**config.mk**
```make
export PLATFORM = sky130hd
export DESIGN_NAME = mem_access
export DESIGN_NICKNAME = d
export VERILOG_FILES = /design/src/rtl/mem_access.sv
export SDC_FILE = /design/constraint.sdc
export NUM_CORES = 1
export LEC_CHECK = 0
export ABC_AREA = 0
export CORE_UTILIZATION = 30
export CTS_CLUSTER_SIZE = 12
export DETAILED_ROUTE_END_ITERATION = 6
export GPL_ROUTABILITY_DRIVEN = 0
export PLACE_DENSITY = 0.63
export SLEW_MARGIN = 5
export SYNTH_ARGS = -nofsm -noshare
export SYNTH_HDL_FRONTEND = slang
export SYNTH_SLANG_ARGS = --single-unit
export TNS_END_PERCENT = 20
```
**constraint.sdc**
```tcl
create_clock -name clk_in -period 13.9 [get_ports clk_in]
set_input_delay 4.17 -clock clk_in [delete_from_list [all_inputs] [get_ports clk_in]]
set_output_delay 4.17 -clock clk_in [all_outputs]
set_load 0.01 [all_outputs]
```
**src/rtl/mem_access.sv**
```systemverilog
// -----------------------------------------------------------------------------
// mem_access
//
// Memory-access pipeline stage sitting between the EX/MEM and MEM/WB latches.
// RV32I loads and stores are executed as byte-serial transactions on a shared
// 8-bit arbiter port. Load bytes are assembled little-endian and sign- or
// zero-extended. stall_req is held high while an access is in flight.
// Non-memory instructions pass straight through with no added latency.
//
// Optional feature macro: MEM_FWD_EN
//    When defined, the fwd_valid / fwd_reg_addr / fwd_reg_data ports and the
//    forwarding logic towards ID are built. When undefined they are omitted.
//
// Ports
//    clk_in, rst_in, rdy_in    clock, async active-high reset, global ready
//    ex_*                      instruction fields from the EX/MEM latch
//    mem_req/wr/addr/wdata     byte request towards the memory arbiter
//    mem_gnt, mem_rdata        grant and read byte (byte valid one cycle
//                              after its grant)
//    stall_req                 pipeline stall request to stall control
//    mem_reg_addr_out,
//    mem_reg_data_out,
//    if_write_out              write-back fields to the MEM/WB latch
//    fwd_*                     forwarding to ID (MEM_FWD_EN only)
// -----------------------------------------------------------------------------
module mem_access #(
   parameter int ADDR_W = 32
) (
   input  logic              clk_in,
   input  logic              rst_in,
   input  logic              rdy_in,
   input  logic [4:0]        ex_reg_addr,
   input  logic [31:0]       ex_reg_data,
   input  logic              ex_if_write,
   input  logic [3:0]        ex_mem_op,
   input  logic [ADDR_W-1:0] ex_mem_addr,
   input  logic [31:0]       ex_store_data,
   output logic              mem_req,
   output logic              mem_wr,
   output logic [ADDR_W-1:0] mem_addr,
   output logic [7:0]        mem_wdata,
   input  logic              mem_gnt,
   input  logic [7:0]        mem_rdata,
   output logic              stall_req,
   output logic [4:0]        mem_reg_addr_out,
   output logic [31:0]       mem_reg_data_out,
   output logic              if_write_out
`ifdef MEM_FWD_EN
   ,
   output logic              fwd_valid,
   output logic [4:0]        fwd_reg_addr,
   output logic [31:0]       fwd_reg_data
`endif
);

   typedef enum logic [1:0] {
      ST_IDLE      = 2'd0,
      ST_XFER      = 2'd1,
      ST_WAIT_LAST = 2'd2,
      ST_DONE      = 2'd3
   } state_t;

   localparam logic [3:0] OP_LB  = 4'd1;
   localparam logic [3:0] OP_LH  = 4'd2;
   localparam logic [3:0] OP_LW  = 4'd3;
   localparam logic [3:0] OP_LBU = 4'd4;
   localparam logic [3:0] OP_LHU = 4'd5;
   localparam logic [3:0] OP_SB  = 4'd6;
   localparam logic [3:0] OP_SH  = 4'd7;
   localparam logic [3:0] OP_SW  = 4'd8;

   function automatic logic op_is_load(input logic [3:0] op);
      op_is_load = (op >= OP_LB) && (op <= OP_LHU);
   endfunction

   function automatic logic op_is_store(input logic [3:0] op);
      op_is_store = (op >= OP_SB) && (op <= OP_SW);
   endfunction

   // Number of bytes moved by an access.
   function automatic logic [2:0] op_bytes(input logic [3:0] op);
      case (op)
         OP_LB, OP_LBU, OP_SB: op_bytes = 3'd1;
         OP_LH, OP_LHU, OP_SH: op_bytes = 3'd2;
         OP_LW, OP_SW:         op_bytes = 3'd4;
         default:              op_bytes = 3'd1;
      endcase
   endfunction

   // Sign/zero extension of the assembled load result.
   function automatic logic [31:0] load_extend(input logic [3:0] op, input logic [31:0] r);
      case (op)
         OP_LB:   load_extend = {{24{r[7]}}, r[7:0]};
         OP_LH:   load_extend = {{16{r[15]}}, r[15:0]};
         OP_LBU:  load_extend = {24'd0, r[7:0]};
         OP_LHU:  load_extend = {16'd0, r[15:0]};
         default: load_extend = r;
      endcase
   endfunction

   state_t            state_q, state_d;
   logic [3:0]        op_q, op_d;
   logic [ADDR_W-1:0] addr_q, addr_d;
   logic [31:0]       sdata_q, sdata_d;
   logic [4:0]        rd_q, rd_d;
   logic              wen_q, wen_d;
   logic [2:0]        n_q, n_d;
   logic [1:0]        k_q, k_d;
   logic [31:0]       result_q, result_d;
   // A read byte granted last cycle is returning now; rd_idx_q says where it goes.
   logic              rd_pend_q, rd_pend_d;
   logic [1:0]        rd_idx_q, rd_idx_d;

   logic              is_mem_op_s;
   logic              last_byte_s;

   assign is_mem_op_s = op_is_load(ex_mem_op) || op_is_store(ex_mem_op);
   assign last_byte_s = ({1'b0, k_q} == (n_q - 3'd1));

   // Next-state, per-access registers and read-byte capture.
   always_comb begin
      state_d   = state_q;
      op_d      = op_q;
      addr_d    = addr_q;
      sdata_d   = sdata_q;
      rd_d      = rd_q;
      wen_d     = wen_q;
      n_d       = n_q;
      k_d       = k_q;
      result_d  = result_q;
      rd_pend_d = 1'b0;
      rd_idx_d  = rd_idx_q;

      // Capture is independent of rdy_in: the byte was already granted.
      if (rd_pend_q) begin
         result_d[{rd_idx_q, 3'b000} +: 8] = mem_rdata;
      end else begin
         result_d = result_q;
      end

      if (rdy_in) begin
         case (state_q)
            ST_IDLE: begin
               if (is_mem_op_s) begin
                  op_d     = ex_mem_op;
                  addr_d   = ex_mem_addr;
                  sdata_d  = ex_store_data;
                  rd_d     = ex_reg_addr;
                  wen_d    = ex_if_write && op_is_load(ex_mem_op);
                  n_d      = op_bytes(ex_mem_op);
                  k_d      = 2'd0;
                  result_d = 32'd0;
                  state_d  = ST_XFER;
               end else begin
                  state_d = ST_IDLE;
               end
            end
            ST_XFER: begin
               if (mem_gnt) begin
                  rd_pend_d = !op_is_store(op_q);
                  rd_idx_d  = k_q;
                  k_d       = k_q + 2'd1;
                  if (last_byte_s) begin
                     state_d = op_is_store(op_q) ? ST_DONE : ST_WAIT_LAST;
                  end else begin
                     state_d = ST_XFER;
                  end
               end else begin
                  state_d = ST_XFER;
               end
            end
            ST_WAIT_LAST: state_d = ST_DONE;
            ST_DONE:      state_d = ST_IDLE;
            default:      state_d = ST_IDLE;
         endcase
      end else begin
         state_d = state_q;
      end
   end

   // Output decode: arbiter request, stall and write-back/forwarding fields.
   always_comb begin
      mem_req          = 1'b0;
      mem_wr           = 1'b0;
      mem_addr         = '0;
      mem_wdata        = 8'd0;
      stall_req        = 1'b0;
      mem_reg_addr_out = 5'd0;
      mem_reg_data_out = 32'd0;
      if_write_out     = 1'b0;
`ifdef MEM_FWD_EN
      fwd_valid        = 1'b0;
`endif
      if (rst_in) begin
         stall_req = 1'b0;
      end else begin
         case (state_q)
            ST_IDLE: begin
               mem_reg_addr_out = ex_reg_addr;
               mem_reg_data_out = ex_reg_data;
               if (is_mem_op_s) begin
                  stall_req    = 1'b1;
                  if_write_out = 1'b0;
               end else begin
                  if_write_out = ex_if_write;
`ifdef MEM_FWD_EN
                  fwd_valid    = ex_if_write && (ex_reg_addr != 5'd0);
`endif
               end
            end
            ST_XFER: begin
               stall_req = 1'b1;
               mem_req   = rdy_in;
               mem_wr    = op_is_store(op_q);
               mem_addr  = addr_q + {{(ADDR_W-2){1'b0}}, k_q};
               if (op_is_store(op_q)) begin
                  mem_wdata = sdata_q[{k_q, 3'b000} +: 8];
               end else begin
                  mem_wdata = 8'd0;
               end
            end
            ST_WAIT_LAST: stall_req = 1'b1;
            ST_DONE: begin
               mem_reg_addr_out = rd_q;
               mem_reg_data_out = load_extend(op_q, result_q);
               if_write_out     = wen_q;
`ifdef MEM_FWD_EN
               fwd_valid        = op_is_load(op_q) && (rd_q != 5'd0);
`endif
            end
            default: stall_req = 1'b0;
         endcase
      end
`ifdef MEM_FWD_EN
      fwd_reg_addr = mem_reg_addr_out;
      fwd_reg_data = mem_reg_data_out;
`endif
   end

   // State and per-access registers; reset abandons any access in flight.
   always_ff @(posedge clk_in or posedge rst_in) begin
      if (rst_in) begin
         state_q   <= ST_IDLE;
         op_q      <= 4'd0;
         addr_q    <= '0;
         sdata_q   <= 32'd0;
         rd_q      <= 5'd0;
         wen_q     <= 1'b0;
         n_q       <= 3'd0;
         k_q       <= 2'd0;
         result_q  <= 32'd0;
         rd_pend_q <= 1'b0;
         rd_idx_q  <= 2'd0;
      end else begin
         state_q   <= state_d;
         op_q      <= op_d;
         addr_q    <= addr_d;
         sdata_q   <= sdata_d;
         rd_q      <= rd_d;
         wen_q     <= wen_d;
         n_q       <= n_d;
         k_q       <= k_d;
         result_q  <= result_d;
         rd_pend_q <= rd_pend_d;
         rd_idx_q  <= rd_idx_d;
      end
   end

endmodule

```
==> After elaboration in Yosys (flattened, before gate mapping) <==
Memories as Yosys holds them, arrays and structs flattened. A register that Yosys moved wholly into a read port is not among the register bits.
Index checks and enable logic that the tools add are counted.
W data, S select, Z words.
{ "classes": {"add_sub_neg": 4, "n_lt_le_gt_ge": 6, "n_eq_ne": 10, "shift": 3, "n_mux": 36, "reduce_logical": 12} }
{ "ops": {"columns": ["operator", "count"], "rows": [
  ["$mux W32", 7],
  ["$pmux W32 S4", 1],
  ["$pmux W32 S2", 1],
  ["$add A32 B2 Y32", 1],
  ["$bwmux W32", 1],
  ["$shift A8 B7 Y32 const A", 1],
  ["$shiftx A32 B6 Y8", 1],
  ["$shiftx A8 B7 Y32", 1],
  ["$mux W8", 3],
  ["$mux W1", 13],
  ["$pmux W5 S2", 1],
  ["$eq A4 B3 Y1 const B", 2],
  ["$ge A4 B3 Y1 const B", 2],
  ["$le A4 B4 Y1 const B", 2],
  ["$mux W2", 4],
  ["$pmux W2 S4", 1],
  ["$neg A5 Y7", 1],
  ["$reduce_and A3 Y1", 2],
  ["$mux W5", 1],
  ["$eq A2 B2 Y1 const B", 2],
  ["$eq A4 B1 Y1 const B", 1],
  ["$eq A4 B2 Y1 const B", 1],
  ["$ge A4 B1 Y1 const B", 1],
  ["$le A4 B3 Y1 const B", 1],
  ["other kinds (14)", 19]
]} }
{ "word_totals": {"reg_bits": 113, "rom_bits": 48, "output_inout_bits": 81, "word_cells": 82, "memories": 1} }
{ "mem_list": {"columns": ["name", "depth", "word_bits", "rd", "rd_clocked_by_memory_dff", "wr", "line", "rtl"], "rows": [
  ["(no name shown)", 16, 3, 1, 1, 0, "82", "case (op)"]
]} }

==> Logic depth before layout (Yosys ltp) <==
Gate-level depths: netlist (run 1).
{ "logic_depth": {"depth_word": 7, "mapped_depth": 8} }

==> Least setup slack after synthesis (run 1) <==
No wires, ideal clock.
{ "synth_path": {"path_type": "input to output", "startpoint": "in rst_in", "endpoint": "out mem_addr[17]", "t_arrival_ps": 7716, "path_slack_ps": 2014, "stages": 4, "path_buffers": 0, "cell_sequence": "inv_1 nand2_1 or4_1 nand2_1"} }
{ "synth_between": {"elab_chain_cells": 1} }
{ "synth_rtl": {"columns": ["element", "line", "rtl"], "rows": [
  ["from (decl)", "30", "input logic rst_in,"],
  ["$mux W32", "194", "if (rst_in) begin"],
  ["to (decl)", "40", "output logic [ADDR_W-1:0] mem_addr,"]
]} }
Every way passes these cells.

==> Worst setup path after layout (run 1) <==
Ends and elaborated chain as after synthesis.

==> results of run 1 <==
[synthesized netlist by cell type (all sizes together), types with 2 or more instances]
library cell and count:
nand2 275, and3 9, a22oi 45, xnor2 4
mux2i 8, nand4 11, a21oi 21, and2 8
nor2 82, ha 12, o211ai 4, or3 4
nand2b 8, o31ai 28, nor3 7, nand3b 3
inv 10, clkbuf 22, xor2 12, nor2b 3
dfrtp 116, or4 10, or2 2, o21ai 18
and4 7, and4b 2, nor4 9, nand3 11
buf 30, mux4 8, a21boi 8, mux2 4
[state kept, by name (all words and copies together) (netlist names), named ones only]
name and count:
addr_q 32, k_q 2, n_q 3, op_q 4, rd_idx_q 2, rd_pend_q 1, rd_q 5, result_q 32
sdata_q 32, state_q 1, wen_q 1
[path summary, 6_finish.rpt]
kind                        startpoint            to  slack [ns]  cells after the start
setup / recovery                rst_in  mem_addr[17]        2.52                      6
hold / removal             sdata_q[15]   sdata_q[15]        0.47                      2
setup reg to reg            state_q[0]        n_q[1]       11.02                      7
hold reg to reg            sdata_q[15]   sdata_q[15]        0.47                      2
max in group asynchronous       rst_in    sdata_q[3]        8.25                      3
min in group asynchronous       rst_in   result_q[8]        4.38                      2
[cell type report]
type / instances / area (sq um)
fillers: 2134 / 12500
multi-input cells: 631 / 3503
flip-flops and latches: 116 / 2903
repair buffers: 204 / 2027
clock buffers: 18 / 429.2
well taps: 280 / 350.3
clock inverters: 14 / 210.2
inverters: 10 / 40.04
[cell families after synthesis]
family          Yosys count  synth area share (%)
xor+xnor                 16                 2.069
mux                      20                 4.508
buf+inv                  62                 5.432
fa+ha+maj                13                 2.513
compound gates          128                 12.90
flops                   116                 42.87
simple gates            454                 29.71
[per-stage QoR]
stage	cell area, sq um	cells
after global routing	9463	1273
after global placement	8823	1241
final	9463	1273
after CTS	9463	1273
after detailed placement	8823	1241
after floorplan	6771	809
[per-layer routing]
metal | share of wire [%] | GRT usage [%]
met5 | 0 | 0
met1 | 46 | 23.30
met4 | 2.0 | 6.074
met3 | 4.1 | 3.441
met2 | 48 | 29.36
[critical path, delay by kind of cell]
| kind | cells | cell delay, ns |
|---|---|---|
| AND/OR/NAND/NOR | 3 | 1.33 |
| buffers and inverters | 3 | 1.67 |
[power breakdown]
part / internal [uW] / total, uW / switching (uW)
sequential: 459 / 589 / 130
clock: 317 / 478 / 161
combinational: 300 / 662 / 362
==> flow_summary_export.csv, run 1 <==
group,metric,value,unit
critical_path,critPathSlowestCell,"or4_1",
logic_synthesis,yosys_warnings,0,
place,dp_slack,2.449,ns
global_routing,grt_usage,17.80,%
route,antenna_left,0,
critical_path,start_kind,"primary input",
final_layout,final_cell_mix,"nand2_1, clkdlybuf4s50_1, dfrtp_1",
critical_path,end_kind,"primary output",
sta,setup_slack,2.522,ns
logic_synthesis,ys_types,50,
hold_path,hp-class,"reg -> reg",
floorplanning,die-area,23180,sq um
global_routing,grt_pass1_wl,32900,um
cts,clk_pin_slew,0.05,ns
critical_path,worstPathCellList,"clkdlybuf4s50_1 -> inv_4 -> nand2_1 -> or4_1 -> nand2_1 -> clkdlybuf4s50_1",
logic_synthesis,synth_edf_count,0,
global_routing,antenna_found_initial,0,
final_layout,antenna_cells,0,
logic_synthesis,synth_top_area_share,42.87,%
logic_synthesis,async_flop_share,100.0,%
sta,worstMarginPinSlew,1.108,ns
final_layout,drive_gt1_share,6.344,%
global_routing,grt_start_max_net_pins,63,
global_routing,grt_overflow_total,0,
critical_path,crit_arrival,7.21,ns
logic_synthesis,synth_nets,940,
route,num_vias,6357,
critical_path,path_max_fanout,59,
cts,ctsResizeCount,0,
run_status,status,"complete, but fails checks",
logic_synthesis,ys_seq_area_share,42.87,%
sta,holdWs,0.4706,ns
cts,cts_sinks,116,
sta,fin_setup_tns,0,ns
sta,fmax,87.89,MHz
sta,slew_viol_final,0,
floorplanning,core,21960,sq um
final_layout,layout_commonest_cell,"nand2_1",
floorplanning,chipHeight,152.2,um
power_and_ir_drop,p_per_area,182.7,nW/um^2
route,finalWirelength,20420,um
logic_synthesis,synth_flop_cell,"dfrtp_1",
power_and_ir_drop,max-vdd-ir-drop,0.00008887,V
logic_synthesis,synthCells,809,
route,route.detailed.drc,6,
sta,hold_viol,0,
cts,cts_buffer_depth,2,
place,dp_hpwl,14290,um
power_and_ir_drop,leakagePower,0.004087,uW
power_and_ir_drop,finalPower,1729,uW
critical_path,crit_required,9.73,ns
floorplanning,die_w,152.2,um
final_layout,final_util,43.09,%
final_layout,final_nets,1111,
sta,maxSlewHeadroom,25.47,%
logic_synthesis,synth-seq-cells,116,
cts,cts_tree,"built",
route,vias_per_cell,4.994,
logic_synthesis,yosysTopAreaCell,"dfrtp_1",
route,wire_per_inst,16.04,um
flow_run,drv_cap,0,
cts,insertion_delay,0.41,ns
cts,htreeDepth,4,
cts,cts_buffers,17,
critical_path,setup.worst_path.class,"in -> out",
cts,cts_hold_buf,0,
floorplanning,start_util,30.84,%
route,first_iter_violations,346,
global_routing,grt_pass1_vias,6227,
cts,ctsRootBufferMaster,"clkbuf_16",
place,port_buffers,198,
route,drtPass1Iterations,7,
cts,post_cts.repair.setup_buffers,0,
logic_synthesis,synth_area_leaders,"dfrtp_1, nand2_1, a22oi_1, nor2_1, o31ai_1",
logic_synthesis,synth_area_per_cell,8.370,sq um
sta,skew,0.01072,ns
sta,setup_viol,0,
sta,rsz0062_at_grt,"no",
sta,fin_crit,11.38,ns
floorplanning,rows,54,
run_status,failed_checks,"DRC",
logic_synthesis,syn_area,6771,sq um
final_layout,area_growth,39.75,%
floorplanning,num_io_pins,199,
critical_path,slowest_delay,0.64,ns
sta,layout_worst_path_cycle_share,81.85,%
Power figures use the tool's default switching activity.
==> run 2: changes to the inputs <==
- clock period: 13.9 -> 11.1 ns (I/O delays scaled with it)
==> flow_summary_export.csv, run 2 (synthesis results as in run 1) <==
group,metric,value,unit
cts,clk_pin_slew,0.05,ns
power_and_ir_drop,max-vdd-ir-drop,0.0001023,V
global_routing,met1_usage,24.19,%
route,drtPass1Iterations,7,
route,vias_per_cell,5.003,
route,finalWirelength,21170,um
sta,fin_setup_tns,0,ns
sta,worstMarginPinSlew,1.179,ns
power_and_ir_drop,finalPower,2144,uW
critical_path,crit_family,"simple AND/OR/NAND/NOR gates",
sta,fmax,110.9,MHz
critical_path,r2r_slack,8.24,ns
critical_path,setup.worst_path.class,"in -> out",
global_routing,antenna_found_initial,1,
final_layout,reg.largest.list,"addr_q (32), result_q (32), sdata_q (32)",
global_routing,grt_usage,18.65,%
final_layout,drive_gt1_share,6.344,%
sta,rsz0062_at_grt,"no",
sta,maxSlewHeadroom,21.06,%
place,dp_hpwl,14640,um
critical_path,rr_startpoint,"state_q[0]",
floorplanning,start_util,30.84,%
global_routing,grt_pass1_wl,34270,um
cts,htreeDepth,4,
sta,skew,0.006896,ns
run_status,status,"complete, but fails checks",
hold_path,hp-start,"sdata_q[19]",
floorplanning,core,21960,sq um
critical_path,critPathSlowestCell,"or4_1",
floorplanning,num_io_pins,199,
place,dp_slack,2.067,ns
cts,cts_tree,"built",
hold_path,hp-class,"reg -> reg",
sta,holdWs,0.4694,ns
global_routing,grt_overflow_total,0,
route,first_iter_violations,407,
critical_path,start_kind,"primary input",
global_routing,grt_use_met2,30.92,%
global_routing,grt.busiest_layer,"met2",
power_and_ir_drop,leakagePower,0.004092,uW
sta,setup_viol,0,
global_routing,grt_start_max_net_pins,63,
critical_path,worst-path-buf-inv,3,
route,route.detailed.drc,12,
final_layout,final_nets,1112,
critical_path,crit_start,"rst_in",
cts,insertion_delay,0.41,ns
final_layout,final_cell_mix,"nand2_1, clkdlybuf4s50_1, dfrtp_1",
cts,cts_hold_buf,0,
floorplanning,die-area,23180,sq um
global_routing,grt_pass1_vias,6306,
flow_run,drv_cap,0,
critical_path,worstPathCellList,"clkdlybuf4s50_1 -> inv_4 -> nand2_1 -> or4_1 -> nand2_1 -> clkdlybuf4s50_1",
sta,slew_viol_final,0,
critical_path,worstRegToRegCells,7,
route,antenna_left,0,
critical_path,path_max_fanout,23,
final_layout,final_util,42.97,%
route,wire_per_inst,16.60,um
final_layout,area_growth,39.36,%
critical_path,slowest_delay,0.66,ns
floorplanning,rows,54,
route,num_vias,6379,
floorplanning,chipHeight,152.2,um
cts,cts_buffers,17,
run_status,failed_checks,"DRC",
critical_path,path_depth,6,
cts,ctsRootBufferMaster,"clkbuf_16",
sta,layout_worst_path_cycle_share,81.24,%
critical_path,crit_arrival,5.69,ns
cts,ctsResizeCount,0,
final_layout,layout_commonest_cell,"nand2_1",
sta,fin_crit,9.017,ns
place,port_buffers,198,
floorplanning,die_w,152.2,um
critical_path,end_kind,"primary output",
cts,post_cts.repair.setup_buffers,0,
power_and_ir_drop,p_per_area,227.2,nW/um^2
critical_path,r2r-end,"n_q[1]",
sta,setup_slack,2.083,ns
sta,hold_viol,0,
critical_path,crit_required,7.77,ns
hold_path,whs_endpoint,"sdata_q[19]",
global_routing,met3_usage,4.067,%
cts,cts_buffer_depth,2,
hold_path,hold_depth,2,
cts,cts_sinks,116,
-- run 2: changes by cell type in the layout (fill, tap and decap cells not counted), sizes merged --
| cell | previous run | this run |
|---|---|---|
| buf | 6 | 7 |
| bufinv | 5 | 3 |
| clkbuf | 18 | 21 |
| clkinv | 3 | 5 |
| clkinvlp | 6 | 2 |
| diode | 0 | 2 |
-- run 2: worst reg2reg max path, stage by stage, from the launching register on --
cell	delay, ns
dfrtp_1	0.46
inv_1	0.13
ha_1	0.16
buf_4	0.31
nand4_1	0.63
buf_4	0.58
or3_1	0.44
o21ai_0	0.08
-- run 2: through the flow --
stage / instance area (sq um) / instances
finish: 9437 / 1275
global route: 9434 / 1274
CTS: 9432 / 1273
detailed placement: 8831 / 1242
global placement: 8831 / 1242
floorplan: 6771 / 809
-- run 2: routing by layer --
metal	vias to the layer above	part of all wire [%]
met4	0	2.1
met2	180	48
met1	3059	44
met5	-	0
met3	27	5.2
li1	3113	-
-- run 2: power by group --
group	internal, uW	leakage, uW	switching, uW
clock network	368	0.000294	199
logic	377	0.00230	459
registers	574	0.00150	167
total	1320	0.00409	825
-- run 2: worst max path at each step --
stage	to
floorplan	mem_addr[17]
global placement	mem_addr[17]
detailed placement	mem_addr[17]
CTS	mem_addr[17]
global route	mem_addr[31]
finish	mem_addr[17]
-- run 2: final cells by class --
class	count	area [sq um]
flip-flops and latches	116	2903
repair buffers	205	2034
diodes	2	5.005
well taps	280	350.3
clock inverters	10	130.1
multi-input cells	631	3503
clock buffers	21	470.5
fillers	2148	12520
inverters	10	40.04
==> run 3: changes to the inputs <==
- clock period: 11.1 -> 8.85 ns (I/O delays scaled with it)
==> flow_summary_export.csv, run 3 (synthesis results as in run 1) <==
group,metric,value,unit
run_status,status,"complete, but fails checks",
run_status,failed_checks,"DRC",
route,first_iter_violations,317,
global_routing,antenna_found_initial,0,
global_routing,grt_overflow_total,0,
cts,post_cts.repair.setup_buffers,0,
route,num_vias,6252,
critical_path,critPathSlowestCell,"or4_4",
cts,ctsRootBufferMaster,"clkbuf_16",
critical_path,end_kind,"primary output",
cts,insertion_delay,0.41,ns
power_and_ir_drop,seqPwrFrac,34.6,%
critical_path,path_max_fanout,9,
critical_path,cpMostUsedCell,"clkdlybuf4s50_1",
route,vias_per_cell,4.911,
final_layout,area_growth,39.30,%
sta,fmax,132.6,MHz
sta,maxSlewHeadroom,12.24,%
sta,skew,0.009486,ns
critical_path,setup.worst_path.class,"in -> out",
floorplanning,die-area,23180,sq um
final_layout,final_nets,1112,
route,antenna_left,0,
sta,slew_viol_final,0,
critical_path,start_kind,"primary input",
critical_path,crit_required,6.20,ns
final_layout,reg.largest.list,"addr_q (32), result_q (32), sdata_q (32)",
floorplanning,die_w,152.2,um
critical_path,crit_arrival,4.89,ns
power_and_ir_drop,p_sw,1016,uW
final_layout,layout_commonest_cell,"nand2_1",
final_layout,drive_gt1_share,6.344,%
sta,fin_crit,7.542,ns
critical_path,worstPathCellList,"clkdlybuf4s50_1 -> or4_4 -> a21boi_1 -> a22oi_1 -> nor2_1 -> clkdlybuf4s50_1",
flow_run,drv_cap,0,
cts,cts_sinks,116,
floorplanning,num_io_pins,199,
floorplanning,chipHeight,152.2,um
cts,cts_tree,"built",
power_and_ir_drop,max-vdd-ir-drop,0.0001158,V
place,dp_slack,1.334,ns
global_routing,grt_start_max_net_pins,77,
power_and_ir_drop,p_per_area,282.9,nW/um^2
sta,layout_worst_path_cycle_share,85.22,%
place,port_buffers,198,
route,wire_per_inst,15.97,um
critical_path,slowest_delay,0.62,ns
sta,setup_viol,0,
power_and_ir_drop,leakagePower,0.004087,uW
final_layout,fillers,2203,
cts,cts_buffer_depth,2,
sta,fin_setup_tns,0,ns
floorplanning,start_util,30.84,%
global_routing,grt_pass1_wl,33020,um
sta,hold_viol,0,
place,dp_hpwl,14080,um
route,route.detailed.drc,12,
global_routing,grt_usage,17.89,%
global_routing,grt_pass1_vias,6150,
cts,cts_buffers,17,
cts,clk_pin_slew,0.05,ns
cts,cts_hold_buf,0,
power_and_ir_drop,power_frac_clock,26.4,%
power_and_ir_drop,p_int,1653,uW
floorplanning,rows,54,
route,drtPass1Iterations,7,
cts,htreeDepth,4,
sta,worstMarginPinSlew,1.316,ns
hold_path,hp-class,"reg -> reg",
power_and_ir_drop,comb_power_share,39.1,%
route,finalWirelength,20330,um
final_layout,final_cell_mix,"nand2_1, clkdlybuf4s50_1, dfrtp_1",
cts,ctsResizeCount,0,
sta,setup_slack,1.308,ns
sta,rsz0062_at_grt,"no",
floorplanning,core,21960,sq um
final_layout,antenna_cells,0,
power_and_ir_drop,switching_share,38.07,%
==> run 3: metal layers <==
metal  routed length, um  GRT usage (%)  vias to the layer above
li1                    -              -                     3109
met1                9338          23.50                     2983
met2                9682          29.25                      144
met3                1091          4.494                       16
met4                 218          4.713                        0
met5                   0              0                        -
==> run 3: metrics by stage <==
step           hold slack [ns]  cell area (sq um)  cells  util (%)  power [uW]
3_5_place_dp            0.4600               8832   1242     40.22        1981
3_3_place_gp            0.4527               8832   1242     40.22        1963
2_1_floorplan           0.4396               6775    809         -        1572
4_1_cts                 0.4734               9433   1273     42.96        2699
6_report                0.4674               9433   1273     42.96        2669
5_1_grt                 0.4849               9433   1273     42.96        2862
==> run 3: area by class of cell <==
class	count	area, sq um	share of cell area [%]
Multi-Input combinational cell	631	3503	37.14
Sequential cell	116	2903	30.77
Timing Repair Buffer	205	2034	21.57
Clock buffer	21	470.5	4.987
Tap cell	280	350.3	3.714
Clock inverter	10	130.1	1.379
Inverter	10	41.29	0.4377
==> run 3: worst max-delay path: cells and delay by family <==
| family | cells | cell delay, ns |
|---|---|---|
| and+or+nand+nor | 2 | 0.74 |
| AOI/OAI and AO/OA | 2 | 0.37 |
| buffers and inverters | 2 | 1.11 |
==> run 3: final timing paths <==
path	end	start	cells after the start	slack [ns]
max reg2reg	n_q[0]	state_q[0]	5	5.62
min	sdata_q[2]	sdata_q[2]	2	0.47
max in group asynchronous	addr_q[8]	rst_in	4	4.58
min in group asynchronous	n_q[1]	rst_in	3	3.01
max	if_write_out	ex_mem_op[0]	6	1.31
min reg2reg	sdata_q[2]	sdata_q[2]	2	0.47
==> run 3: power groups by stage <==
| stage | Combinational, uW | Clock (uW) | Sequential (uW) |
|---|---|---|---|
| floorplan | 719 | 0 | 853 |
| global placement | 1040 | 0 | 924 |
| detailed placement | 1050 | 0 | 928 |
| CTS | 1060 | 721 | 922 |
| global route | 1160 | 742 | 957 |
| finish | 1040 | 704 | 922 |
==> RTL edit (settings of run 1) <==
`ADDR_W`: 32 -> 16.
--- a/src/rtl/mem_access.sv
+++ b/src/rtl/mem_access.sv
@@ -24,7 +24,7 @@
 //    fwd_*                     forwarding to ID (MEM_FWD_EN only)
 // -----------------------------------------------------------------------------
 module mem_access #(
-   parameter int ADDR_W = 32
+   parameter int ADDR_W = 16
 ) (
    input  logic              clk_in,
    input  logic              rst_in,
Ports: changed (resized ex_mem_addr and mem_addr); port bits go from 199 to 167. The function was not compared with the original's and may differ.
==> RTL edit against run 1 <==
Sequential power decreased by 16%. Wire length decreased by 25%. Core utilization decreased by 0.80 points. Register-to-register slack got worse by 0.38 ns. Non-clock buffer count decreased by 35. Worst hold slack improved by 0.032 ns. Via count decreased by 29%. Design area decreased by 19%. Sequential share of layout area increased by 2.1 points. Clock power decreased by 48%. Sequential cell count decreased by 16. Worst setup slack improved by 0.41 ns. Total power decreased by 25%. Area after synthesis decreased by 18%. Critical path type unchanged. Largest cell class unchanged.
==> RTL edit: results (changes against run 1) <==
** Min path
- Startpoint of the lowest-slack hold path :: rd_q[4]

** Finish
- The largest registers in the layout are result_q x32, sdata_q x32, addr_q x16.
- The ratio of cells with drive above 1 in the final layout came to 13.5% (+7.2 points).
- The non-filler instance count after layout was 923 (-27%).
- The total number of nets in the final design is 805 (-28%).

** Worst setup path
- Following the worst setup path forward leads to its endpoint at mem_reg_data_out[15].
- Worst R2R Path Depth :: 5 (-2)
- The critical-path maximum fanout is 52 (-12%).
- The setup slack of the most critical reg-to-reg path was 10.64 ns (-0.38 ns).
- The signal arrival time at the worst endpoint came to 6.80 ns (-0.41 ns).

** Synth
- Dominant cells by area after synthesis :: sky130_fd_sc_hd__dfrtp_1 45%, sky130_fd_sc_hd__mux2_2 12%, sky130_fd_sc_hd__a22oi_1 6.2%
- Number of distinct library cells after synthesis :: 52 (+4.0%)
- The post-synthesis net count came to 656 (-30%).
- Mean Syn Cell Area :: 10.2 um2 (+22%)
- Most frequent cells after synthesis :: 100 x sky130_fd_sc_hd__dfrtp_1, 82 x sky130_fd_sc_hd__nor2_1, 57 x sky130_fd_sc_hd__mux2_2, 46 x sky130_fd_sc_hd__a22oi_1, 45 x sky130_fd_sc_hd__nand2_1

** Placement
- Dpl hpwl :: 11.0 mm (-23%)
- Placement-stage cell area :: 7340 um2 (-17%)
- The placement-stage worst setup slack is 2.82 ns (+0.374 ns).
- The instance count after placement with tap cells included is 907 (-27%).
- The count of port buffers added during placement was 166 (-16%).

** Global route
- The maximum number of pins on one net before global-route repair came to 65 (+3.2%).
- The total global routing track utilization is 16.9% (-0.89 points).
- Number of global-route vias before repair :: 4683 (-25%)
- The first-pass GRT wire length came to 24.5 mm (-25%).

** Pwr
- Leakage power total :: 3.08 nW (-25%)

** Drt
- The via count normalized by instance count was 4.92 (-1.5%).
- The initial detailed-routing violation count is 214 (-38%).
- The detailed-router iteration count before antenna repair is 4 (-3).
- DRC violations left :: 0 (-6)

** Clock tree
- The total number of H-tree levels came to 3 (-1).
- The register clock-pin slew on the reported worst setup and hold paths is 0.07 ns (+0.02 ns).
- The number of CTS-inserted buffers was 9 (-8).

** STA
- Hold slack :: 0.502 ns (+0.0316 ns)
- Maximum clock rate :: 91.2 MHz (+3.7%)
- Worst Clk Skew :: 0.00680 ns (-0.00392 ns)

** Status
- The run finished with clean final reports.
[RTL edit: cell types whose count changed after synthesis, sizes merged, moves of 6 or more]
cell    before  now
a21boi       8    1
a21oi       21   15
and4         7    1
buf         30   14
dfrtp      116  100
mux2         4   60
mux2i        8    1
nand2      275   45
o21ai       18   37
o31ai       28    4
or4         10    2
xor2        12    6
[RTL edit: cell type report]
cell class,instances,area [um2]
Tap cell,229,287
Multi-Input combinational cell,397,2820
Sequential cell,100,2500
Clock inverter,4,48.8
Inverter,12,47.5
Fill cell,1719,10400
Timing Repair Buffer,169,1680
Clock buffer,12,236
[RTL edit: cell families after synthesis]
kind of cell,count (synthesis),share of synthesized area (%)
xor+xnor,15,2.37
fa+ha+maj,14,3.30
compound gates,111,13.1
flops,100,45.2
buf+inv,43,3.91
simple gates,188,16.5
mux,69,15.6
[RTL edit: critical path, stage by stage]
cell and delay [ns]:
sky130_fd_sc_hd__clkdlybuf4s50_1 0.51, sky130_fd_sc_hd__inv_4 0.53, sky130_fd_sc_hd__nand2_1 0.59, sky130_fd_sc_hd__a221oi_1 0.38, sky130_fd_sc_hd__clkdlybuf4s50_1 0.60
[RTL edit: power by group through the flow]
| stage | clock (mW) | sequential [mW] | combinational [mW] |
|---|---|---|---|
| CTS | 0.256 | 0.497 | 0.559 |
| global placement | 0 | 0.492 | 0.544 |
| finish | 0.248 | 0.497 | 0.553 |
| detailed placement | 0 | 0.503 | 0.555 |
| global route | 0.267 | 0.517 | 0.617 |
| floorplan | 0 | 0.454 | 0.396 |
[RTL edit: routing by layer]
metal  track usage, %  part of all wire (%)  routed length [um]  up-vias
li1                 -                     -                   -     2225
met4             6.40                   1.5                 224        0
met3             3.27                   6.2                 942       15
met2             27.7                    47                7160      173
met1             22.0                    46                6980     2126
met5                0                     0                   0        -
